===== src/rtl/clkdiv_pkg.sv =====
// Shared helpers for the multi-channel LED clock divider: half-period ladder and
// the configuration legality check evaluated at elaboration.
package clkdiv_pkg;

  function automatic longint unsigned half_period(input int unsigned s,
                                                  input int unsigned base);
    return longint'(base) << s;
  endfunction

  // Largest terminal count (BASE_HALF << (2**SEL_W-1)) - 1 must fit in CNT_W bits.
  function automatic bit cnt_w_ok(input int unsigned cnt_w,
                                  input int unsigned sel_w,
                                  input int unsigned base);
    longint unsigned w_max;
    w_max = half_period((32'd1 << sel_w) - 32'd1, base) - 64'd1;
    if (base < 1) return 1'b0;
    if (cnt_w >= 64) return 1'b1;
    return w_max < (64'd1 << cnt_w);
  endfunction

endpackage


===== src/rtl/clkdiv_chan.sv =====
// One divider channel: half-period counter, registered output, period-done strobe
// and the active ratio select, which only moves at a period boundary.
module clkdiv_chan
  import clkdiv_pkg::*;
#(
  parameter int unsigned SEL_W     = 2,
  parameter int unsigned BASE_HALF = 1,
  parameter int unsigned CNT_W     = 16
) (
  input  logic             clk,
  input  logic             reset,
  input  logic             en,
  input  logic [SEL_W-1:0] sel,
  output logic             clkOut,
  output logic             period_done
);

  logic [CNT_W-1:0] r_cnt;
  logic [SEL_W-1:0] r_sel_act;
  logic             r_out;
  logic             r_pd;
  logic [CNT_W-1:0] w_half_m1;

  assign w_half_m1 = CNT_W'(half_period(int'(r_sel_act), BASE_HALF) - 64'd1);

  always_ff @(posedge clk or negedge reset) begin
    if (!reset) begin
      r_cnt     <= '0;
      r_out     <= 1'b0;
      r_pd      <= 1'b0;
      r_sel_act <= '0;
    end else if (!en) begin
      r_cnt     <= '0;
      r_out     <= 1'b0;
      r_pd      <= 1'b0;
      r_sel_act <= sel;
    end else if (r_cnt == w_half_m1) begin
      r_cnt <= '0;
      r_out <= ~r_out;
      r_pd  <= r_out;
      // New ratio takes effect only on the falling toggle, so no runt periods.
      if (r_out) r_sel_act <= sel;
    end else begin
      r_cnt <= r_cnt + CNT_W'(1);
      r_pd  <= 1'b0;
    end
  end

  assign clkOut      = r_out;
  assign period_done = r_pd;

endmodule


===== src/rtl/clkdiv_multi_led.sv =====
// N-channel programmable clock divider for LED drive; each channel is an
// independent clkdiv_chan fed from its slice of en/sel.
module clkdiv_multi_led
  import clkdiv_pkg::*;
#(
  parameter int unsigned CH        = 4,
  parameter int unsigned SEL_W     = 2,
  parameter int unsigned BASE_HALF = 1,
  parameter int unsigned CNT_W     = 16
) (
  input  logic                clk,
  input  logic                reset,
  input  logic [CH-1:0]       en,
  input  logic [CH*SEL_W-1:0] sel,
  output logic [CH-1:0]       clkOut,
  output logic [CH-1:0]       period_done
);

  localparam bit CFG_OK = cnt_w_ok(CNT_W, SEL_W, BASE_HALF);

  if (!CFG_OK) begin : g_bad_cfg
    $error("clkdiv_multi_led: CNT_W too small for largest half-period or BASE_HALF < 1");
  end

  for (genvar i = 0; i < CH; i++) begin : g_ch
    clkdiv_chan #(
      .SEL_W     (SEL_W),
      .BASE_HALF (BASE_HALF),
      .CNT_W     (CNT_W)
    ) u_chan (
      .clk         (clk),
      .reset       (reset),
      .en          (en[i]),
      .sel         (sel[i*SEL_W +: SEL_W]),
      .clkOut      (clkOut[i]),
      .period_done (period_done[i])
    );
  end

endmodule


===== config.mk =====
export PLATFORM = sky130hd
export DESIGN_NAME = clkdiv_multi_led
export DESIGN_NICKNAME = d
export VERILOG_FILES = /design/src/rtl/clkdiv_pkg.sv /design/src/rtl/clkdiv_chan.sv /design/src/rtl/clkdiv_multi_led.sv
export SDC_FILE = /design/constraint.sdc
export NUM_CORES = 1
export LEC_CHECK = 0
export BUFFER_PORTS_ARGS = -buffer_cell sky130_fd_sc_hd__buf_2
export CORE_MARGIN = 2
export CORE_UTILIZATION = 30
export CTS_CLUSTER_SIZE = 14
export DETAILED_ROUTE_END_ITERATION = 6
export HOLD_SLACK_MARGIN = 0.06
export SLEW_MARGIN = 20
export SYNTH_ARGS = -nofsm -noshare
export SYNTH_HDL_FRONTEND = slang
export SYNTH_HIERARCHICAL = 1
export SYNTH_SLANG_ARGS = --single-unit

===== constraint.sdc =====
create_clock -name clk -period 1.8 [get_ports clk]
set_input_delay 0.09 -clock clk [delete_from_list [all_inputs] [get_ports clk]]
set_output_delay 0.09 -clock clk [all_outputs]
set_load 0.01 [all_outputs]

==> metrics <==
Vias=2,980; sequential share of the synthesized area=48.1%; area of the mapped netlist=4160 um2; IO Pins=22; Fin Setup TNS=0 ns; Buffers on Ports=21; Layout Skew=0.00862 ns; overall routing resource usage=11.3%; Skew-Pair Late Insertion Delay=0.33 ns; origin of the critical flop-to-flop path=g_ch[0].u_chan/r_cnt[4]$_DFF_PN0_; min Tclk post-route=1.72 ns; Final setup viols=0; Worst Min Path Start=en[2]; Die Y=122 um; post-synth top area share=48.1%; top-count cell post-synth=nor2_1; Final Max Tran Viols=0; core area=13,700 um2; initial antenna violation count=0; Total Nets Final=480; drt first pass iters=4; Crit Path Max Fanout=4; Synth area leaders=dfrtp_1 (48%), xnor2_1 (12%), nor2_1 (7.6%); synthesized instance count=396; Syn Nets=414; #FFs+latches synth=80; maximum clock rate=0.583 GHz; WS Path Type=flop to flop; Layout area overhead=23.9%; Max-slew headroom=64.5%; first-pass GRT wire length=13.6 mm; endpoint of the worst hold path=g_ch[2].u_chan/period_done$_DFF_PN0_; RSZ-0062 raised after global routing=no; vias per cell=4.61; Worst Hold Class=primary input to flop; TritonCTS Buffers=9; Reg clk slew, reported paths=0.06 ns; routed wire length=7.81 mm; Setup crit end kind=flop; Iter 0 DRT Violations=181; Unique masters post-synth=21; status=completed; clock tree buffer depth=2; vias in the first global route=3,062; hold depth=3; Initial Utilization=30.3%; antenna fix cells=0; residual DRC count=0; Max VDD drop=0.000488 V; # clock sinks=80; R2R Setup Slk=0.08 ns; layout cell share with drive strength beyond 1=19.3%; placed cell area=4710 um2; post-route ant nets=0; final instance area=5150 um2; leak pwr=2.07 nW; top post-synthesis cells by count=nor2_1 (84), dfrtp_1 (80), xnor2_1 (56); CTS H-tree depth=3; Avg WL per Cell=12.1 um; Max-Cap Viols=0; PD cells=970 nW/um2; worst-case reg-to-reg path depth=4; Die Width=122 um; FF-to-FF End=g_ch[0].u_chan/r_sel_act[0]$_DFFE_PN0P_; Async S/R FF share, synth=100%; EDFF count, synth=0; final hold vios=0; post-DP HPWL=5.49 mm; full die area=14,800 um2; Synth area leader=dfrtp_1; Final Wtd Congestion=0.816; WP data required=2.01 ns; site row count=43; Worst EP arrival=1.93 ns; synth warn=6; Mean Syn Cell Area=10.5 um2; TritonCTS clock tree=built; root buffer cell=clkbuf_16; period utilization=95.3%; Top FF cell, synth=dfrtp_1; global route overflow=0; Startpoint Class=flop; largest net degree at the start of global routing=42; worst-margin pin slew=0.533 ns
==> layout make-up <==
type | instances | area [um2]
Tap cell | 180 | 225
Multi-Input combinational cell | 292 | 2050
Sequential cell | 80 | 2000
Inverter | 20 | 75.1
Clock inverter | 6 | 90.1
Timing Repair Buffer | 59 | 465
Fill cell | 1320 | 8570
Clock buffer | 10 | 239
==> kinds of logic after synthesis <==
kind of cell    after synthesis  share of synthesized area, %
xor+xnor                     64                          14.2
simple gates                196                          23.2
compound gates               16                          7.22
fa+ha+maj                     4                          1.20
buf+inv                      24                          2.89
flops                        80                          48.1
mux                          12                          3.13
==> how the worst max path moves through the flow <==
stage	startpoint	endpoint	slack, ns
2_1_floorplan	g_ch[0].u_chan/r_cnt[9]$_DFF_PN0_	g_ch[0].u_chan/r_sel_act[0]$_DFFE_PN0P_	0.13
3_3_place_gp	g_ch[3].u_chan/r_cnt[10]$_DFF_PN0_	g_ch[3].u_chan/r_sel_act[0]$_DFFE_PN0P_	0.10
3_5_place_dp	g_ch[0].u_chan/r_cnt[9]$_DFF_PN0_	g_ch[0].u_chan/r_sel_act[0]$_DFFE_PN0P_	0.07
4_1_cts	g_ch[0].u_chan/r_cnt[9]$_DFF_PN0_	g_ch[0].u_chan/r_sel_act[0]$_DFFE_PN0P_	0.06
5_1_grt	g_ch[1].u_chan/r_cnt[10]$_DFF_PN0_	g_ch[1].u_chan/r_sel_act[1]$_DFFE_PN0P_	0.009
6_report	g_ch[0].u_chan/r_cnt[4]$_DFF_PN0_	g_ch[0].u_chan/r_sel_act[0]$_DFFE_PN0P_	0.08
==> sequential cells by signal, summed over array words and instances (netlist names) <==
name                     cells
g_ch.u_chan/r_cnt           64
g_ch.u_chan/r_sel_act        8
g_ch.u_chan/clkOut           4
g_ch.u_chan/period_done      4
==> metrics by stage <==
stage          hold WS (ns)  std cells  worst slack [ns]  power [mW]  utilization (%)
4_1_cts              0.0661        647            0.0614        5.07             37.4
3_5_place_dp          0.111        622            0.0706        3.04             34.4
5_1_grt              0.0689        647           0.00906        5.27             37.6
6_report             0.0747        647            0.0837        5.00             37.6
2_1_floorplan        -0.206        396             0.134        2.71                -
3_3_place_gp          0.107        622             0.102        3.02             34.4
==> layout by cell type (no fill, tap or decap), types with 2 or more instances in the layout <==
cell and count:
inv_1 20, clkbuf_16 9, nand2_1 20, o41ai_4 4, a21oi_1 4, xnor2_1 56
xnor2_2 4, nor3_1 23, xor2_1 4, dfrtp_1 79, dlygate4sd3_1 9, buf_12 4
ha_1 4, buf_2 20, inv_6 2, and3_1 4, bufinv_16 2, o31ai_4 4
o211ai_4 4, mux2_1 8, nand3_1 24, nor4_1 22, nor2_1 84, nor4_4 4
mux2i_1 4, nand4_1 12, nor4_2 2, buf_4 26
==> worst max-delay path, stage by stage (launching register included) <==
cell      delay (ns)
dfrtp_2         0.44
nor4_4          0.33
o211ai_4        0.12
o41ai_4         0.35
mux2_1          0.36
==> where the power goes <==
group,leakage (nW),switching [mW],internal [mW]
Clock,0.159,0.723,1.26
Combinational,0.823,0.537,0.428
Sequential,1.09,0.138,1.91
==> metal layers <==
layer / vias to the layer above / GRT usage [%] / part of all wire (%)
li1: 1494 / - / -
met2: 27 / 19.0 / 49
met5: - / 0 / 0
met1: 1451 / 14.3 / 48
met3: 8 / 2.86 / 2.2
met4: 0 / 3.23 / 1.2
==> repair_timing <==
| action | CTS | global route |
|---|---|---|
| gates resized for setup | 0 | 4 |
| hold buffers | 9 | 0 |
| endpoints found under the setup margin | 0 | 21 |
| hold endpoints to repair | 47 | 0 |
| buffers inserted | 0 | 0 |
No activity file was read; power rests on OpenSTA's default activity.
